### src/rtl/flappy_pkg.sv
// -----------------------------------------------------------------------------
// flappy_pkg
// Shared types and constants for the flappy game blocks.
//   key_state_t : debounce FSM states used by key_flap_debounce
//   CLK_HZ      : system clock frequency, for deriving cycle-count parameters
// -----------------------------------------------------------------------------
package flappy_pkg;

    typedef enum logic [1:0] {
        IDLE,
        PRESS_WAIT,
        HELD,
        RELEASE_WAIT
    } key_state_t;

    localparam int CLK_HZ = 50_000_000;

endpackage : flappy_pkg

### src/rtl/key_flap_debounce.sv
// -----------------------------------------------------------------------------
// key_flap_debounce
// Filters contact bounce on the synchronized key level and produces a
// debounced level plus a one-cycle flap pulse, with optional auto-repeat
// while the key is held.
//
// Parameters
//   DEBOUNCE_CYCLES : stable samples (beyond the first) needed to accept a
//                     press or release; >= 2
//   REPEAT_CYCLES   : auto-repeat period while held; 0 disables repeat, else >= 2
// Ports
//   clock    in  system clock, rising edge
//   reset_n  in  synchronous active-low reset
//   key_sync in  synchronized key level, 1 = pressed
//   enable   in  game-running qualifier, gates flap only
//   pressed  out debounced key level (registered)
//   flap     out one-cycle press / repeat pulse (registered)
// -----------------------------------------------------------------------------
module key_flap_debounce
    import flappy_pkg::*;
#(
    parameter int DEBOUNCE_CYCLES = 250000,
    parameter int REPEAT_CYCLES   = 0
) (
    input  logic clock,
    input  logic reset_n,
    input  logic key_sync,
    input  logic enable,
    output logic pressed,
    output logic flap
);

    // Counter widths are $clog2 of the parameter, never less than one bit
    // so a disabled repeat counter still has a legal declaration.
    localparam int DW = ($clog2(DEBOUNCE_CYCLES) < 1) ? 1 : $clog2(DEBOUNCE_CYCLES);
    localparam int RW = ($clog2(REPEAT_CYCLES)   < 1) ? 1 : $clog2(REPEAT_CYCLES);

    localparam logic [DW-1:0] D_LAST = DW'(DEBOUNCE_CYCLES - 1);
    localparam logic [RW-1:0] R_LAST = (REPEAT_CYCLES == 0) ? '0 : RW'(REPEAT_CYCLES - 1);

    key_state_t    r_state;
    logic [DW-1:0] r_dcnt;
    logic [RW-1:0] r_rcnt;
    logic          r_pressed;
    logic          r_flap;

    key_state_t    w_state_nxt;
    logic [DW-1:0] w_dcnt_nxt;
    logic [RW-1:0] w_rcnt_nxt;
    logic          w_pressed_nxt;
    logic          w_flap_nxt;

    // NOTE: state registers use non-blocking assignments so every flop
    // samples the values from before the edge, independent of statement order.
    always_ff @(posedge clock) begin
        if (!reset_n) begin
            r_state   <= IDLE;
            r_dcnt    <= '0;
            r_rcnt    <= '0;
            r_pressed <= 1'b0;
            r_flap    <= 1'b0;
        end else begin
            r_state   <= w_state_nxt;
            r_dcnt    <= w_dcnt_nxt;
            r_rcnt    <= w_rcnt_nxt;
            r_pressed <= w_pressed_nxt;
            r_flap    <= w_flap_nxt;
        end
    end

    // NOTE: every output of this block is given a default first, so no path
    // through the case leaves a signal unassigned and no latch is inferred.
    always_comb begin
        w_state_nxt = r_state;
        w_dcnt_nxt  = r_dcnt;
        w_rcnt_nxt  = r_rcnt;
        w_flap_nxt  = 1'b0;

        case (r_state)
            IDLE: begin
                if (key_sync) begin
                    w_state_nxt = PRESS_WAIT;
                    w_dcnt_nxt  = '0;
                end
            end

            PRESS_WAIT: begin
                if (!key_sync) begin
                    // Bounce: drop back without a pulse.
                    w_state_nxt = IDLE;
                end else if (r_dcnt == D_LAST) begin
                    w_state_nxt = HELD;
                    w_flap_nxt  = enable;
                    w_rcnt_nxt  = '0;
                end else begin
                    w_dcnt_nxt = r_dcnt + 1'b1;
                end
            end

            HELD: begin
                if (!key_sync) begin
                    w_state_nxt = RELEASE_WAIT;
                    w_dcnt_nxt  = '0;
                end else if (REPEAT_CYCLES != 0) begin
                    if (r_rcnt == R_LAST) begin
                        w_flap_nxt = enable;
                        w_rcnt_nxt = '0;
                    end else begin
                        w_rcnt_nxt = r_rcnt + 1'b1;
                    end
                end
            end

            RELEASE_WAIT: begin
                if (key_sync) begin
                    // Release glitch rejected; repeat phase restarts.
                    w_state_nxt = HELD;
                    w_rcnt_nxt  = '0;
                end else if (r_dcnt == D_LAST) begin
                    w_state_nxt = IDLE;
                end else begin
                    w_dcnt_nxt = r_dcnt + 1'b1;
                end
            end

            default: begin
                w_state_nxt = IDLE;
            end
        endcase

        // The debounced level is registered alongside the state it reflects.
        w_pressed_nxt = (w_state_nxt == HELD) || (w_state_nxt == RELEASE_WAIT);
    end

    assign pressed = r_pressed;
    assign flap    = r_flap;

endmodule : key_flap_debounce

### config.mk
export PLATFORM = sky130hd
export DESIGN_NAME = key_flap_debounce
export DESIGN_NICKNAME = d
export VERILOG_FILES = /design/src/rtl/flappy_pkg.sv /design/src/rtl/key_flap_debounce.sv
export SDC_FILE = /design/constraint.sdc
export NUM_CORES = 1
export LEC_CHECK = 0
export CORE_UTILIZATION = 61
export CTS_CLUSTER_DIAMETER = 60
export DETAILED_ROUTE_END_ITERATION = 10
export PLACE_DENSITY = 0.81
export SLEW_MARGIN = 10
export SYNTH_ARGS = -nofsm -noshare
export SYNTH_HDL_FRONTEND = slang
export SYNTH_SLANG_ARGS = --single-unit
### constraint.sdc
create_clock -name clock -period 3.42 [get_ports clock]
set_input_delay 1.026 -clock clock [delete_from_list [all_inputs] [get_ports clock]]
set_output_delay 1.026 -clock clock [all_outputs]
set_load 0.02 [all_outputs]
==> results of run 1 <==
[area by class of cell]
type / instances / area [sq um] / share of cell area (%)
Multi-Input combinational cell: 91 / 592 / 52.8
Sequential cell: 21 / 420 / 37.5
Timing Repair Buffer: 6 / 57.6 / 5.14
Clock buffer: 4 / 26.3 / 2.35
Tap cell: 16 / 20.0 / 1.79
Inverter: 1 / 3.75 / 0.335
[path summary, 6_finish.rpt]
path / slack, ns / from / to
hold reg to reg: 0.48 / r_dcnt[1] / r_dcnt[1]
setup reg to reg: 1.59 / r_dcnt[0] / r_dcnt[14]
setup / recovery: 0.77 / key_sync / r_dcnt[8]
hold / removal: 0.48 / r_dcnt[1] / r_dcnt[1]
[registers in the layout (all words and copies together) (netlist names)]
register,count
flap,1
r_state,2
r_dcnt,18
[Yosys cell counts (2+ instances only)]
| cell | instances |
|---|---|
| nand4_1 | 2 |
| nand2b_1 | 6 |
| o211ai_1 | 2 |
| o311ai_0 | 3 |
| xnor2_1 | 2 |
| or3_1 | 4 |
| clkbuf_1 | 3 |
| a31oi_1 | 2 |
| and4bb_2 | 2 |
| or4_1 | 6 |
| nor2_1 | 2 |
| o21ai_0 | 5 |
| nand2_1 | 14 |
| nand3_1 | 6 |
| o41ai_1 | 3 |
| buf_2 | 3 |
| mux2i_1 | 3 |
| o31ai_1 | 4 |
| dfxtp_1 | 21 |
| a21oi_1 | 8 |
| and3_1 | 2 |
| and4_1 | 2 |
| and2_1 | 2 |
[per-layer routing]
metal	GRT usage, %	routed length (um)	share of wire [%]
met2	41.5	949	48
met3	5.42	71	3.6
met5	0	0	0
met1	27.2	905	46
met4	10.0	44	2.2
[power breakdown]
group / internal [uW] / switching, uW
clock: 45.4 / 68.8
combinational: 7.83 / 11.9
sequential: 246 / 1.71
[metrics by stage]
| stage | util, % | power, uW | setup WS (ns) | cell area [sq um] | instances |
|---|---|---|---|---|---|
| 2_1_floorplan | - | 265 | 1.23 | 1040 | 119 |
| 3_3_place_gp | 70.1 | 272 | 0.541 | 1090 | 135 |
| 3_5_place_dp | 70.1 | 273 | 0.460 | 1090 | 135 |
| 4_1_cts | 71.8 | 386 | 0.784 | 1120 | 139 |
| 5_1_grt | 71.8 | 397 | 0.661 | 1120 | 139 |
| 6_report | 71.8 | 382 | 0.768 | 1120 | 139 |
[cell families (layout without fill, tap and decap cells)]
family | after synthesis | after routing | synth area share [%]
multiplexers | 3 | 3 | 2.88
XOR/XNOR | 3 | 3 | 2.52
adder cells (fa/ha/maj) | 1 | 1 | 1.20
AND/OR/NAND/NOR | 53 | 53 | 30.1
AO/OA/AOI/OAI | 31 | 31 | 20.0
buffers and inverters | 7 | 11 | 2.88
flip-flops | 21 | 21 | 40.3
[worst register-to-register path, delay by kind of cell, from the launching register on]
kind	cells	cell delay, ns
fa+ha+maj	1	0.18
simple gates	3	1.06
compound gates	1	0.15
flops	1	0.38
==> out/qor.txt, run 1 <==
Setup Buffers After CTS = 0
CP Cell Sequence = clkdlybuf4s50_1 -> xnor2_1 -> o21ai_2 -> or4_1 -> nand2_1
Post-synth ARST share = 0%
Final Hold Fails = 0
CP Max Fanout = 10
WS Path Type = input port to flop
Top cell type by total area after synthesis = dfxtp_1
DR pass1 iterations = 4
Die area = 0.00188 sq mm
DR iter-0 viols = 33
Outcome = completed
Setup tns final = 0 ns
DP HPWL = 1.45 mm
Clock Skew = 0.00277 ns
Post-synth cell types = 35
Slowest CP cell = or4_1
Post-CTS sizing = 0
Area share of the largest cell type after synthesis = 40.3%
Syn_area_per_cell = 8.76 sq um
Pleak = 0.000349 uW
Fin crit share = 77.5%
Worst-Margin Slew = 0.548 ns
Vias per std cell = 6.58
Clock tree from TritonCTS = built
Number of synthesized flops with an enable pin = 0
Slew headroom = 63.2%
Max-Cap Viols = 0
Number of diodes = 0
WP data arrival = 2.90 ns
DR WL/cell = 14.2 um
CTS Buf Count = 3
RSZ-0062 raised after global routing = false
Die Wd = 43.3 um
Port buffer count = 5
Slew Viols, Final = 0
Initial Utilization = 66.9%
H-tree depth = 1
Most frequent cells in the layout = 21 x dfxtp_1, 14 x nand2_1, 8 x a21oi_1
Area of the core = 0.00156 sq mm
Hold path depth = 2
CP bufs+invs = 1
Tmin final = 2.65 ns
Count of nets after finishing = 129
Max VDD drop = 249 uV
Final setup vio count = 0
Post-synthesis register bit count = 21
Commonest non-fill, non-tap cell in the layout = dfxtp_1
Hold slack = 0.485 ns
CTS sink count = 21
Synth area leaders = dfxtp_1 40%, nand2_1 5.0%, or4_1 4.3%, a21oi_1 3.8%, nand2b_1 3.6%
Initial antenna violation count = 0
First-pass GRT wire length = 3.35 mm
Fmax achieved = 377 MHz
Root Driver = clkbuf_4
Post-route ant nets = 0
I/O pin count = 6
Critical path's top delay family = simple AND/OR/NAND/NOR gates
CP peak stage delay = 0.56 ns
Clock latency on the worst-skew pair = 0.29 ns
Remaining DRCs = 0
Synth Warn # = 0
Vias in the first global route = 828
Fraction of layout cells with a size suffix above 1 = 6.50%
Die height = 43.3 um
Power Density = 341 mW/mm^2
GPL Wtd Cong = 0.790
R2R depth = 5
Layout fillers = 116
Post-Syn Area = 0.00104 sq mm
Via count = 914
Critical path required time = 3.66 ns
Area grow syn2layout = 7.44%
CTS max path bufs = 2
Post-synth top flop = dfxtp_1
Grt ovf = 0
Final wirelength = 1.97 mm
Hold Buf Count CTS = 0
Register area share after synthesis = 40.3%
Syn Inst Count = 119
Net Count, Synth = 124
WP depth = 5
GRT Total Usage = 23.5%
Clk slew on worst S/H paths = 0.11 ns
Hold crit path type = flop to flop
Crit path launch type = input port
Largest net degree at the start of global routing = 16
CP endpoint kind = flop
Floorplan row count = 14
Power figures use the tool's default switching activity.
==> run 2, diff against run 1 <==
--- a/config.mk
+++ b/config.mk
@@ -5,10 +5,10 @@
 export SDC_FILE = /design/constraint.sdc
 export NUM_CORES = 1
 export LEC_CHECK = 0
-export CORE_UTILIZATION = 61
+export CORE_UTILIZATION = 51
 export CTS_CLUSTER_DIAMETER = 60
 export DETAILED_ROUTE_END_ITERATION = 10
-export PLACE_DENSITY = 0.81
+export PLACE_DENSITY = 0.73
 export SLEW_MARGIN = 10
 export SYNTH_ARGS = -nofsm -noshare
 export SYNTH_HDL_FRONTEND = slang
==> constraint.sdc (replaced) <==
create_clock -name clock -period 2.3 [get_ports clock]
set_input_delay 0.69 -clock clock [delete_from_list [all_inputs] [get_ports clock]]
set_output_delay 0.69 -clock clock [all_outputs]
set_load 0.02 [all_outputs]
==> run 2 against run 1 <==
Die area increased by 19%. Register-to-register slack got worse by 1.2 ns. Non-clock buffer count rose by 8.
==> out/qor.txt, run 2 (same netlist as run 1, synthesis figures left out) <==
Clock share of power = 30.0% (was 29.9%)
Remaining DRCs = 0 (unchanged)
WS Path Type = input port to flop (unchanged)
Hold Buf Count CTS = 0 (unchanged)
Vias in the first global route = 810 (was 828)
CP peak stage delay = 0.55 ns (was 0.56 ns)
Crit path launch type = input port (unchanged)
CP endpoint kind = flop (unchanged)
First-pass GRT wire length = 3.64 mm (was 3.35 mm)
Final core occ = 65.4% (was 71.8%)
Count of nets after finishing = 137 (was 129)
Max FFs per register = 18 (unchanged)
DR WL/cell = 13.5 um (was 14.2 um)
Most frequent cells in the layout = 21 x dfxtp_1, 14 x nand2_1, 9 x buf_4 (was 21 x dfxtp_1, 14 x nand2_1, 8 x a21oi_1)
Area grow syn2layout = 14.3% (was 7.44%)
DP HPWL = 1.55 mm (was 1.45 mm)
Die height = 47.2 um (was 43.3 um)
WP data arrival = 2.39 ns (was 2.90 ns)
Final Hold Fails = 0 (unchanged)
Grt ovf = 0 (unchanged)
Worst-Margin Slew = 0.352 ns (was 0.548 ns)
Hold crit path type = flop to flop (unchanged)
Place WS = -0.151 ns (was 0.460 ns)
Tmin final = 2.14 ns
# placed instances = 152 (was 135)
Setup tns final = 0 ns (unchanged)
Via count = 952 (was 914)
Final setup vio count = 0 (unchanged)
Post-route ant nets = 0 (unchanged)
GPL Wtd Cong = 0.813 (was 0.790)
Clock latency on the worst-skew pair = 0.30 ns (was 0.29 ns)
GRT Total Usage = 23.2% (was 23.5%)
Slowest CP cell = clkdlybuf4s50_1 (was or4_1)
Slew Viols, Final = 0 (unchanged)
CTS max path bufs = 2 (unchanged)
CP Cell Sequence = clkdlybuf4s50_1 -> xor2_1 -> nand4_1 -> buf_4 -> or4_1 -> a21oi_1 (was clkdlybuf4s50_1 -> xnor2_1 -> o21ai_2 -> or4_1 -> nand2_1)
Vias per std cell = 6.10 (was 6.58)
Fmax achieved = 466 MHz
Sw frac = 22.2% (was 21.6%)
Fin crit share = 93.2%
Number of diodes = 0 (unchanged)
Die area = 0.00223 sq mm (was 0.00188 sq mm)
DR iter-0 viols = 19 (was 33)
Fin worst setup slack = 0.156 ns (was 0.768 ns)
Commonest non-fill, non-tap cell in the layout = dfxtp_1 (unchanged)
Area of the core = 0.00182 sq mm (was 0.00156 sq mm)
Slew headroom = 76.3% (was 63.2%)
Fraction of layout cells with a size suffix above 1 = 12.2% (was 6.50%)
Die Wd = 47.2 um (was 43.3 um)
Power Density = 488 mW/mm^2 (was 341 mW/mm^2)
Post-CTS sizing = 0 (unchanged)
Max-Cap Viols = 0 (unchanged)
Initial antenna violation count = 0 (unchanged)
RSZ-0062 raised after global routing = false (unchanged)
Port buffer count = 5 (unchanged)
CP Max Fanout = 12 (was 10)
Pint = 453 uW (was 299 uW)
Initial Utilization = 57.3% (was 66.9%)
Setup Buffers After CTS = 0 (unchanged)
Clk slew on worst S/H paths = 0.11 ns (about the same)
CTS sink count = 21 (unchanged)
Clock Skew = 0.00356 ns (was 0.00277 ns)
Floorplan row count = 15 (was 14)
H-tree depth = 1 (unchanged)
I/O pin count = 6 (unchanged)
Pleak = 0.000386 uW (was 0.000349 uW)
Largest register by flop count = r_dcnt (unchanged)
Layout Cells excl Fill = 156 (was 139)
Outcome = completed (unchanged)
Switching power = 129 uW (was 82.4 uW)
CTS Buf Count = 3 (unchanged)
Final wirelength = 2.10 mm (was 1.97 mm)
DR pass1 iterations = 4 (unchanged)
Critical path required time = 2.54 ns (was 3.66 ns)
Comb pwr share = 6.7% (was 5.2%)
Max VDD drop = 389 uV (was 249 uV)
Largest net degree at the start of global routing = 13 (was 16)
Tot Pwr = 582 uW (was 382 uW)
Sequential share of power = 63.4% (was 64.9%)
Root Driver = clkbuf_4 (unchanged)
Clock tree from TritonCTS = built (unchanged)
-- run 2: cell types whose count changed in the layout (fill, tap and decap cells not counted), sizes merged --
cell	previous run	this run
buf	1	9
-- run 2: path summary, 6_finish.rpt --
check	startpoint	to	slack, ns	depth (start not counted)
max reg2reg	r_dcnt[0]	r_dcnt[16]	0.41	5
max	key_sync	r_dcnt[16]	0.16	6
min reg2reg	r_dcnt[1]	r_dcnt[1]	0.49	2
min	r_dcnt[1]	r_dcnt[1]	0.49	2
-- run 2: worst max-delay path: cells and delay by family --
| family | cells | cell delay, ns |
|---|---|---|
| buf+inv | 2 | 0.73 |
| simple gates | 2 | 0.60 |
| xor+xnor | 1 | 0.23 |
| compound gates | 1 | 0.14 |
-- run 2: per-stage QoR --
stage,instance area [sq um],hold WS (ns)
6_report,1190,0.491
5_1_grt,1190,0.513
4_1_cts,1190,0.492
3_5_place_dp,1160,0.476
3_3_place_gp,1160,0.458
2_1_floorplan,1040,0.445
-- run 2: cell type report --
type	count	area [sq um]
Tap cell	25	31.3
Timing Repair Buffer	14	118
Inverter	1	3.75
Clock buffer	4	26.3
Multi-Input combinational cell	91	592
Fill cell	166	629
Sequential cell	21	420
-- run 2: power groups by stage --
stage          clock, uW  combinational (uW)  sequential [uW]
5_1_grt              190                42.5              369
3_5_place_dp           0                38.6              377
6_report             174                38.7              369
4_1_cts              187                38.6              369
2_1_floorplan          0                18.0              376
3_3_place_gp           0                37.5              377
-- run 2: per-layer routing --
layer  part of all wire (%)  vias up  GRT usage, %  wire (um)
met4                    1.1        0          5.14         23
li1                       -      481             -          -
met1                     52      455          31.5       1090
met3                    3.2        5          6.92         67
met5                      0        -             0          0
met2                     44       11          36.4        924
==> run 3, diff against run 2 <==
--- a/config.mk
+++ b/config.mk
@@ -9,7 +9,7 @@
 export CTS_CLUSTER_DIAMETER = 60
 export DETAILED_ROUTE_END_ITERATION = 10
 export PLACE_DENSITY = 0.73
-export SLEW_MARGIN = 10
+export SLEW_MARGIN = 20
 export SYNTH_ARGS = -nofsm -noshare
 export SYNTH_HDL_FRONTEND = slang
 export SYNTH_SLANG_ARGS = --single-unit
==> results of run 3 <==
Same layout as run 2: the final DEF is identical, and so are final timing and power.
